<file path="config.mk">
export PLATFORM = sky130hd
export DESIGN_NAME = imm_pack_stage
export DESIGN_NICKNAME = d
export VERILOG_FILES = /design/src/rtl/immt.sv /design/src/rtl/imm_pack_stage.sv
export SDC_FILE = /design/constraint.sdc
export NUM_CORES = 1
export LEC_CHECK = 0
export ABC_CLOCK_PERIOD_IN_PS = 2800
export BUFFER_PORTS_ARGS = -buffer_cell sky130_fd_sc_hd__buf_4
export CAP_MARGIN = 0
export CORE_ASPECT_RATIO = 1.4
export CORE_MARGIN = 10
export CORE_UTILIZATION = 40
export DETAILED_ROUTE_END_ITERATION = 6
export GPL_ROUTABILITY_DRIVEN = 0
export PLACE_DENSITY = 0.7
export SYNTH_ARGS = -nofsm -noshare
export SYNTH_HDL_FRONTEND = slang
export SYNTH_SLANG_ARGS = --single-unit
</file>
<file path="constraint.sdc">
create_clock -name clk -period 2.8 [get_ports clk]
set_input_delay 0.42 -clock clk [delete_from_list [all_inputs] [get_ports clk]]
set_output_delay 0.42 -clock clk [all_outputs]
set_load 0.05 [all_outputs]
</file>
<file path="src/rtl/immt.sv">
// rtl/immt.sv - immediate type encoding shared by the packer and the ALU unpacker
package immt;

  typedef enum logic [1:0] {
    i = 2'd0,
    u = 2'd1,
    j = 2'd2,
    b = 2'd3
  } imm_type_t;

endpackage

</file>
<file path="src/rtl/imm_pack_stage.sv">
// rtl/imm_pack_stage.sv - RV32I immediate packer stage with 2-entry skid buffer
module imm_pack_stage #(
  parameter int TAG_W = 8
) (
  input  logic             clk,
  input  logic             rst_n,
  input  logic             flush,
  input  logic             in_valid,
  output logic             in_ready,
  input  logic [31:0]      in_inst,
  input  logic [TAG_W-1:0] in_tag,
  output logic             out_valid,
  input  logic             out_ready,
  output logic [19:0]      out_imm,
  output immt::imm_type_t  out_type,
  output logic             out_illegal,
  output logic [TAG_W-1:0] out_tag
);

  // Encoding is {M.v, S.v}; the S-only combination can never be reached.
  typedef enum logic [1:0] {
    ST_EMPTY = 2'b00,
    ST_ONE   = 2'b10,
    ST_FULL  = 2'b11
  } state_t;

  state_t state_q, state_d;

  logic [19:0]      pk_imm;
  immt::imm_type_t  pk_type;
  logic             pk_ill;

  logic [19:0]      m_imm_q, m_imm_d;
  immt::imm_type_t  m_type_q, m_type_d;
  logic             m_ill_q, m_ill_d;
  logic [TAG_W-1:0] m_tag_q, m_tag_d;

  logic [19:0]      s_imm_q, s_imm_d;
  immt::imm_type_t  s_type_q, s_type_d;
  logic             s_ill_q, s_ill_d;
  logic [TAG_W-1:0] s_tag_q, s_tag_d;

  logic accept, drain, load_m, load_s, move_s;

  // Pack the immediate so that the unpacker only needs fixed bit shuffles per type.
  always_comb begin
    pk_imm  = 20'h0;
    pk_type = immt::i;
    pk_ill  = 1'b0;
    case (in_inst[6:0])
      7'h37, 7'h17: begin
        pk_imm  = in_inst[31:12];
        pk_type = immt::u;
      end
      7'h6F: begin
        pk_imm  = in_inst[31:12];
        pk_type = immt::j;
      end
      7'h63: begin
        pk_imm  = {in_inst[31:25], in_inst[11:8], in_inst[7], 8'h00};
        pk_type = immt::b;
      end
      7'h23: begin
        pk_imm  = {in_inst[31:25], in_inst[11:8], in_inst[7], 8'h00};
      end
      7'h03, 7'h67, 7'h13, 7'h33, 7'h0F, 7'h73: begin
        pk_imm  = {in_inst[31:20], 8'h00};
      end
      default: begin
        pk_ill  = 1'b1;
      end
    endcase
  end

  assign in_ready  = (state_q != ST_FULL);
  assign out_valid = (state_q != ST_EMPTY);
  assign accept    = in_valid & in_ready;
  assign drain     = out_valid & out_ready;

  // Next-state and storage steering; flush overrides everything.
  always_comb begin
    state_d = state_q;
    load_m  = 1'b0;
    load_s  = 1'b0;
    move_s  = 1'b0;
    if (flush) begin
      state_d = ST_EMPTY;
    end else begin
      case (state_q)
        ST_EMPTY: begin
          if (accept) begin
            load_m  = 1'b1;
            state_d = ST_ONE;
          end
        end
        ST_ONE: begin
          if (drain && accept) begin
            load_m  = 1'b1;
          end else if (drain) begin
            state_d = ST_EMPTY;
          end else if (accept) begin
            load_s  = 1'b1;
            state_d = ST_FULL;
          end
        end
        ST_FULL: begin
          if (drain) begin
            move_s  = 1'b1;
            state_d = ST_ONE;
          end
        end
        default: state_d = ST_EMPTY;
      endcase
    end
  end

  // Data next values: main takes a new word or the skid entry, skid takes a new word.
  always_comb begin
    m_imm_d  = m_imm_q;
    m_type_d = m_type_q;
    m_ill_d  = m_ill_q;
    m_tag_d  = m_tag_q;
    s_imm_d  = s_imm_q;
    s_type_d = s_type_q;
    s_ill_d  = s_ill_q;
    s_tag_d  = s_tag_q;
    if (load_m) begin
      m_imm_d  = pk_imm;
      m_type_d = pk_type;
      m_ill_d  = pk_ill;
      m_tag_d  = in_tag;
    end else if (move_s) begin
      m_imm_d  = s_imm_q;
      m_type_d = s_type_q;
      m_ill_d  = s_ill_q;
      m_tag_d  = s_tag_q;
    end
    if (load_s) begin
      s_imm_d  = pk_imm;
      s_type_d = pk_type;
      s_ill_d  = pk_ill;
      s_tag_d  = in_tag;
    end
  end

  // State and main register; main data resets so out_* read as zero after reset.
  always_ff @(posedge clk or negedge rst_n) begin
    if (!rst_n) begin
      state_q  <= ST_EMPTY;
      m_imm_q  <= 20'h0;
      m_type_q <= immt::i;
      m_ill_q  <= 1'b0;
      m_tag_q  <= '0;
    end else begin
      state_q  <= state_d;
      m_imm_q  <= m_imm_d;
      m_type_q <= m_type_d;
      m_ill_q  <= m_ill_d;
      m_tag_q  <= m_tag_d;
    end
  end

  // Skid data is only observed when its valid state bit is set, so it needs no reset.
  always_ff @(posedge clk) begin
    s_imm_q  <= s_imm_d;
    s_type_q <= s_type_d;
    s_ill_q  <= s_ill_d;
    s_tag_q  <= s_tag_d;
  end

  assign out_imm     = m_imm_q;
  assign out_type    = m_type_q;
  assign out_illegal = m_ill_q;
  assign out_tag     = m_tag_q;

endmodule

</file>
Word-level counts from Yosys, hierarchy flattened
Index checks and enable logic that the tools add are counted.
- muxes and demuxes: 29
- reduce and logical (&&, ||, !) cells: 10
- bitwise logic cells: 2
- equality and inequality tests: 18
- operators with widths (cell ; number):
    $pmux W20 S3 ; 1
    $mux W20 ; 2
    $eq A7 B7 Y1 const B ; 4
    $eq A7 B6 Y1 const B ; 3
    $mux W2 ; 8
    $mux W8 ; 2
    $eq A7 B5 Y1 const B ; 2
    $mux W1 ; 13
    $pmux W2 S3 ; 2
    $reduce_or A11 Y1 ; 1
    $ne A3 B3 Y1 const B ; 3
    $eq A7 B2 Y1 const B ; 1
    $eq A7 B4 Y1 const B ; 1
    $reduce_or A6 Y1 ; 1
    $eq A2 B2 Y1 const B ; 2
    $ne A4 B4 Y1 const B ; 1
    $reduce_and A4 Y1 ; 1
    $reduce_bool A2 Y1 ; 2
    $reduce_or A2 Y1 ; 2
    $reduce_or A3 Y1 ; 1
    $and A1 B1 Y1 ; 2
    $logic_not A2 Y1 ; 1
    $ne A2 B2 Y1 const B ; 1
    $pmux W1 S2 ; 1
    $logic_and A1 B1 Y1 ; 1
- input bits: 45
- logic and storage cells: 68
- register bits after elaboration: 64
- output and inout port bits: 33

Logic depth before layout (Yosys ltp)
- word-level depth: 7
- depth in mapped cells: 8
- gate-level depth less buffers: 6

Least setup slack after synthesis
Ideal clock, no wire load.
- path type: reg2reg
- from: reg state_q[0]
- to: reg s_ill_q, enable pin
- data required time: 2381 ps
- buffers on the path: 0
- slack: 183 ps
- arrival: 2198 ps
- cell stages (with the launch flop): 5
- setup time: 419 ps
- clock period less this slack: 2617 ps
- path through: dfrtp_1 -> ha_1 -> nor2b_1 -> nand2b_1 -> nor2_1
- longest elaborated chain between the ends: 7
- elaborated cells between the ends (all ways): 11
- classes of those cells: 2 x eq/ne; 5 x mux; 2 x bitwise; 2 x reduce/logical
- ends and longest elaborated chain (what ; line ; RTL):
    from (decl) ; imm_pack_stage.sv:27 ; state_t state_q, state_d;
    from (signal assigned) ; imm_pack_stage.sv:155 ; state_q <= state_d;
    $ne A2 B2 Y1 ; imm_pack_stage.sv:75 ; assign in_ready = (state_q != ST_FULL);
    $and A1 B1 Y1 ; imm_pack_stage.sv:77 ; assign accept = in_valid & in_ready;
    $mux W1 ; imm_pack_stage.sv:101 ; end else if (accept) begin
    $mux W1 ; imm_pack_stage.sv:99 ; end else if (drain) begin
    $mux W1 ; imm_pack_stage.sv:97 ; if (drain && accept) begin
    $mux W1 (*) ; imm_pack_stage.sv:89 ; case (state_q)
    $mux W1 (*) ; imm_pack_stage.sv:86 ; if (flush) begin
    via load_s ; imm_pack_stage.sv:43 ; logic accept, drain, load_m, load_s, move_s;
    to (signal assigned) ; imm_pack_stage.sv:167 ; s_ill_q <= s_ill_d;
    to (decl) ; imm_pack_stage.sv:40 ; logic s_ill_q, s_ill_d;
The timed path passes the listed nets; every way through them passes the cells marked *.
A chain may end at the register's enable or synchronous reset.

Final worst setup path
- from: reg state_q[0]
- to: reg m_type_q[0] (netlist: out_type[0])
- longest elaborated chain between the ends: 7
- elaborated cells between the ends (all ways): 17
- classes of those cells: 3 x eq/ne; 8 x mux; 2 x bitwise; 4 x reduce/logical
- ends and longest elaborated chain (what ; line ; RTL):
    $ne A2 B2 Y1 or $reduce_bool A2 Y1 (tied branches) ; imm_pack_stage.sv:75, imm_pack_stage.sv:76 ;
    $and A1 B1 Y1 (on tied branches) ; imm_pack_stage.sv:77, imm_pack_stage.sv:78 ;
    $logic_and A1 B1 Y1 ; imm_pack_stage.sv:97 ;
    $mux W1 ; imm_pack_stage.sv:97 ;
    $pmux W1 S2 ; imm_pack_stage.sv:89 ;
    $mux W1 ; imm_pack_stage.sv:86 ;
    $mux W2 or $reduce_bool A2 Y1 (tied branches) ; - ;
    to (signal assigned) ; imm_pack_stage.sv:151 ; m_type_q <= immt::i;
    to (signal assigned) ; imm_pack_stage.sv:157 ; m_type_q <= m_type_d;
    to (decl) ; imm_pack_stage.sv:34 ; immt::imm_type_t m_type_q, m_type_d;
Parallel ways exist; a longest one is shown, timed or not.

==> metrics.txt <==
most frequent cells in the layout=buf_4, nand2_1, dfrtp_1, edfxtp_1, a22oi_1; hpwl dp=approximately 5300 um; Fmax=523.5 MHz; pin count of the biggest net entering global routing=34; DRT Wirelength=7353 um; Clock Latency Late Sink=330 ps; Clock Skews=6.499 ps; status=complete, no violations; initial core utilization=41.03%; CTS max path bufs=2; Setup crit end kind=flip-flop; Root Driver=clkbuf_8; kind of critical path=flip-flop to flip-flop; Cell variety after synth=47; post-layout util=52.41%; die height=122.8 um; leakage=~1.7 nW; RSZ-0062 raised after global routing=no; Max-Cap Viols=0; Post-synth EDFFs=31; H-tree depth=3; clock-pin slew on the worst setup and hold paths=70 ps; port bufs=77; worst slew pin tran=480.5 ps; Post-Synthesis Cell Area=3020 sq um; Synth Area per Inst=approximately 12 sq um; Pre-antenna DRT Iters=4; worst hold-check path type=primary input to asynchronous set/reset pin; Post-CTS Setup Bufs=0; GR Overflow Total=0; antenna violations before repair=0; fin. max-slew vios=0; Via density=5.152; crit start category=flip-flop; Antenna diodes=0; Max IR drop VDD=354.0 uV; Residual DRC=0; DR iter-0 viols=98; post-synthesis sequential area ratio=58.16%; wire per inst=16.94 um; first-pass GRT wire length=roughly 12,000 um; vias in the first global route=2,401; synth warn=0; Synth Register Bits=64; Clock Sinks=64; CTS resizes=0; Final setup violation count=0; Global Route Usage Sum=12.98%; total number of vias=2,236; Nets=382; Syn Inst Count=about 260; fin crit share=68.23%; Fin Setup TNS=0 ps; P per Cell Area=766.8 nW/um^2; Synth Flop Type=dfrtp_1; row cnt=37; Rel. slew slack=67.63%; Fin. Hold Viols=0; share of cells above drive strength 1=33.83%; syn nets=around 300; crit path DAT=roughly 2100 ps; crit-path max FO=25; Ports=78; remaining antenna violation count=0; ys async rst share=51.56%; total core area=7361 sq um; full die area=11,480 sq um; Die Span X=93.44 um; Layout area overhead=27.71%; Final min period=1910 ps; Hold-fix buffers, CTS=0; CTS tree=done; worst endpoint required time=3020 ps; most common cell after layout, fill and taps aside=buf_4; total CTS buffers=9
## layer usage
layer / share of wire (%) / global-route usage [%]
met5: 0 / 0
met4: 2.6 / 6.867
met3: 4.6 / 4.276
met2: 55 / 23.17
met1: 38 / 13.04
## cell type report
type                       instances  area, sq um
clock buffer                       9        123.9
sequential                        64         1757
multi-input combinational        170         1155
fill                             661         3503
inverter                           7        31.28
timing repair buffer              81        608.1
tap                               97        121.4
clock inverter                     6        61.31
## report_power, final
part	leakage [nW]	switching (mW)	internal, mW
registers	0.724	0.0763	1.14
logic	0.891	0.689	0.314
clock network	0.0948	0.338	0.402
## worst paths after layout
kind / from / endpoint / slack, ps / cells after the start
max reg2reg: state_q[0]$_DFFE_PN0P_ / out_type[0]$_DFFE_PN0P_ / 890 / 7
max in group asynchronous: rst_n / out_tag[2]$_DFFE_PN0P_ / 2440 / 1
max: state_q[0]$_DFFE_PN0P_ / out_type[0]$_DFFE_PN0P_ / 890 / 7
min: rst_n / out_imm[10]$_DFFE_PN0P_ / 30 / 1
min reg2reg: s_type_q[1]$_DFFE_PP_ / out_type[1]$_DFFE_PN0P_ / 460 / 2
min in group clk: in_tag[1] / s_tag_q[1]$_DFFE_PP_ / 270 / 1
## registers in the layout (all words and copies together), names as in the netlist
register	flops
out_imm	20
s_type_q	2
out_type	2
s_tag_q	8
state_q	2
s_imm_q	20
out_illegal	1
s_ill_q	1
out_tag	8
## synthesized netlist by cell type, drive strengths merged (4+ instances only)
master	n	area, sq um
and2	22	137.6
o31ai	5	37.54
ha	4	50.05
a22oi	24	180.2
nand3	9	45.04
mux2i	4	40.04
buf	12	77.57
a21oi	4	23.77
dfrtp	33	825.8
nand2	43	168.9
a221oi	4	35.03
edfxtp	31	930.9
inv	7	31.28
o21ai	18	116.4
## worst max-delay path, stage by stage, from the launching register on
cell and delay (ps):
dfrtp_1 400, inv_1 100, ha_1 250, and4bb_4 400
a21oi_2 70, buf_4 250, a22o_1 200, a21o_1 150
## stage by stage
step	setup WS [ps]	cell area (sq um)	cells	hold WS [ps]	total power, mW
after floorplan	183.4	3020	255	124.4	1.901
final	889.7	3857	434	25.09	2.958
after global placement	978.1	3672	419	399.3	2.235
after global routing	771.6	3857	434	48.21	3.114
after detailed placement	912.0	3672	419	400.1	2.247
after CTS	891.5	3857	434	33.62	2.992
## logic make-up after synthesis
logic type,after synthesis,share of synthesized area (%)
AO/OA/AOI/OAI,64,16.20
AND/OR/NAND/NOR,96,18.14
XOR/XNOR,1,0.2900
flip-flops,64,58.16
buffers and inverters,21,3.852
adder cells (fa/ha/maj),4,1.657
multiplexers,5,1.698
(Power assumes the default switching activity.)
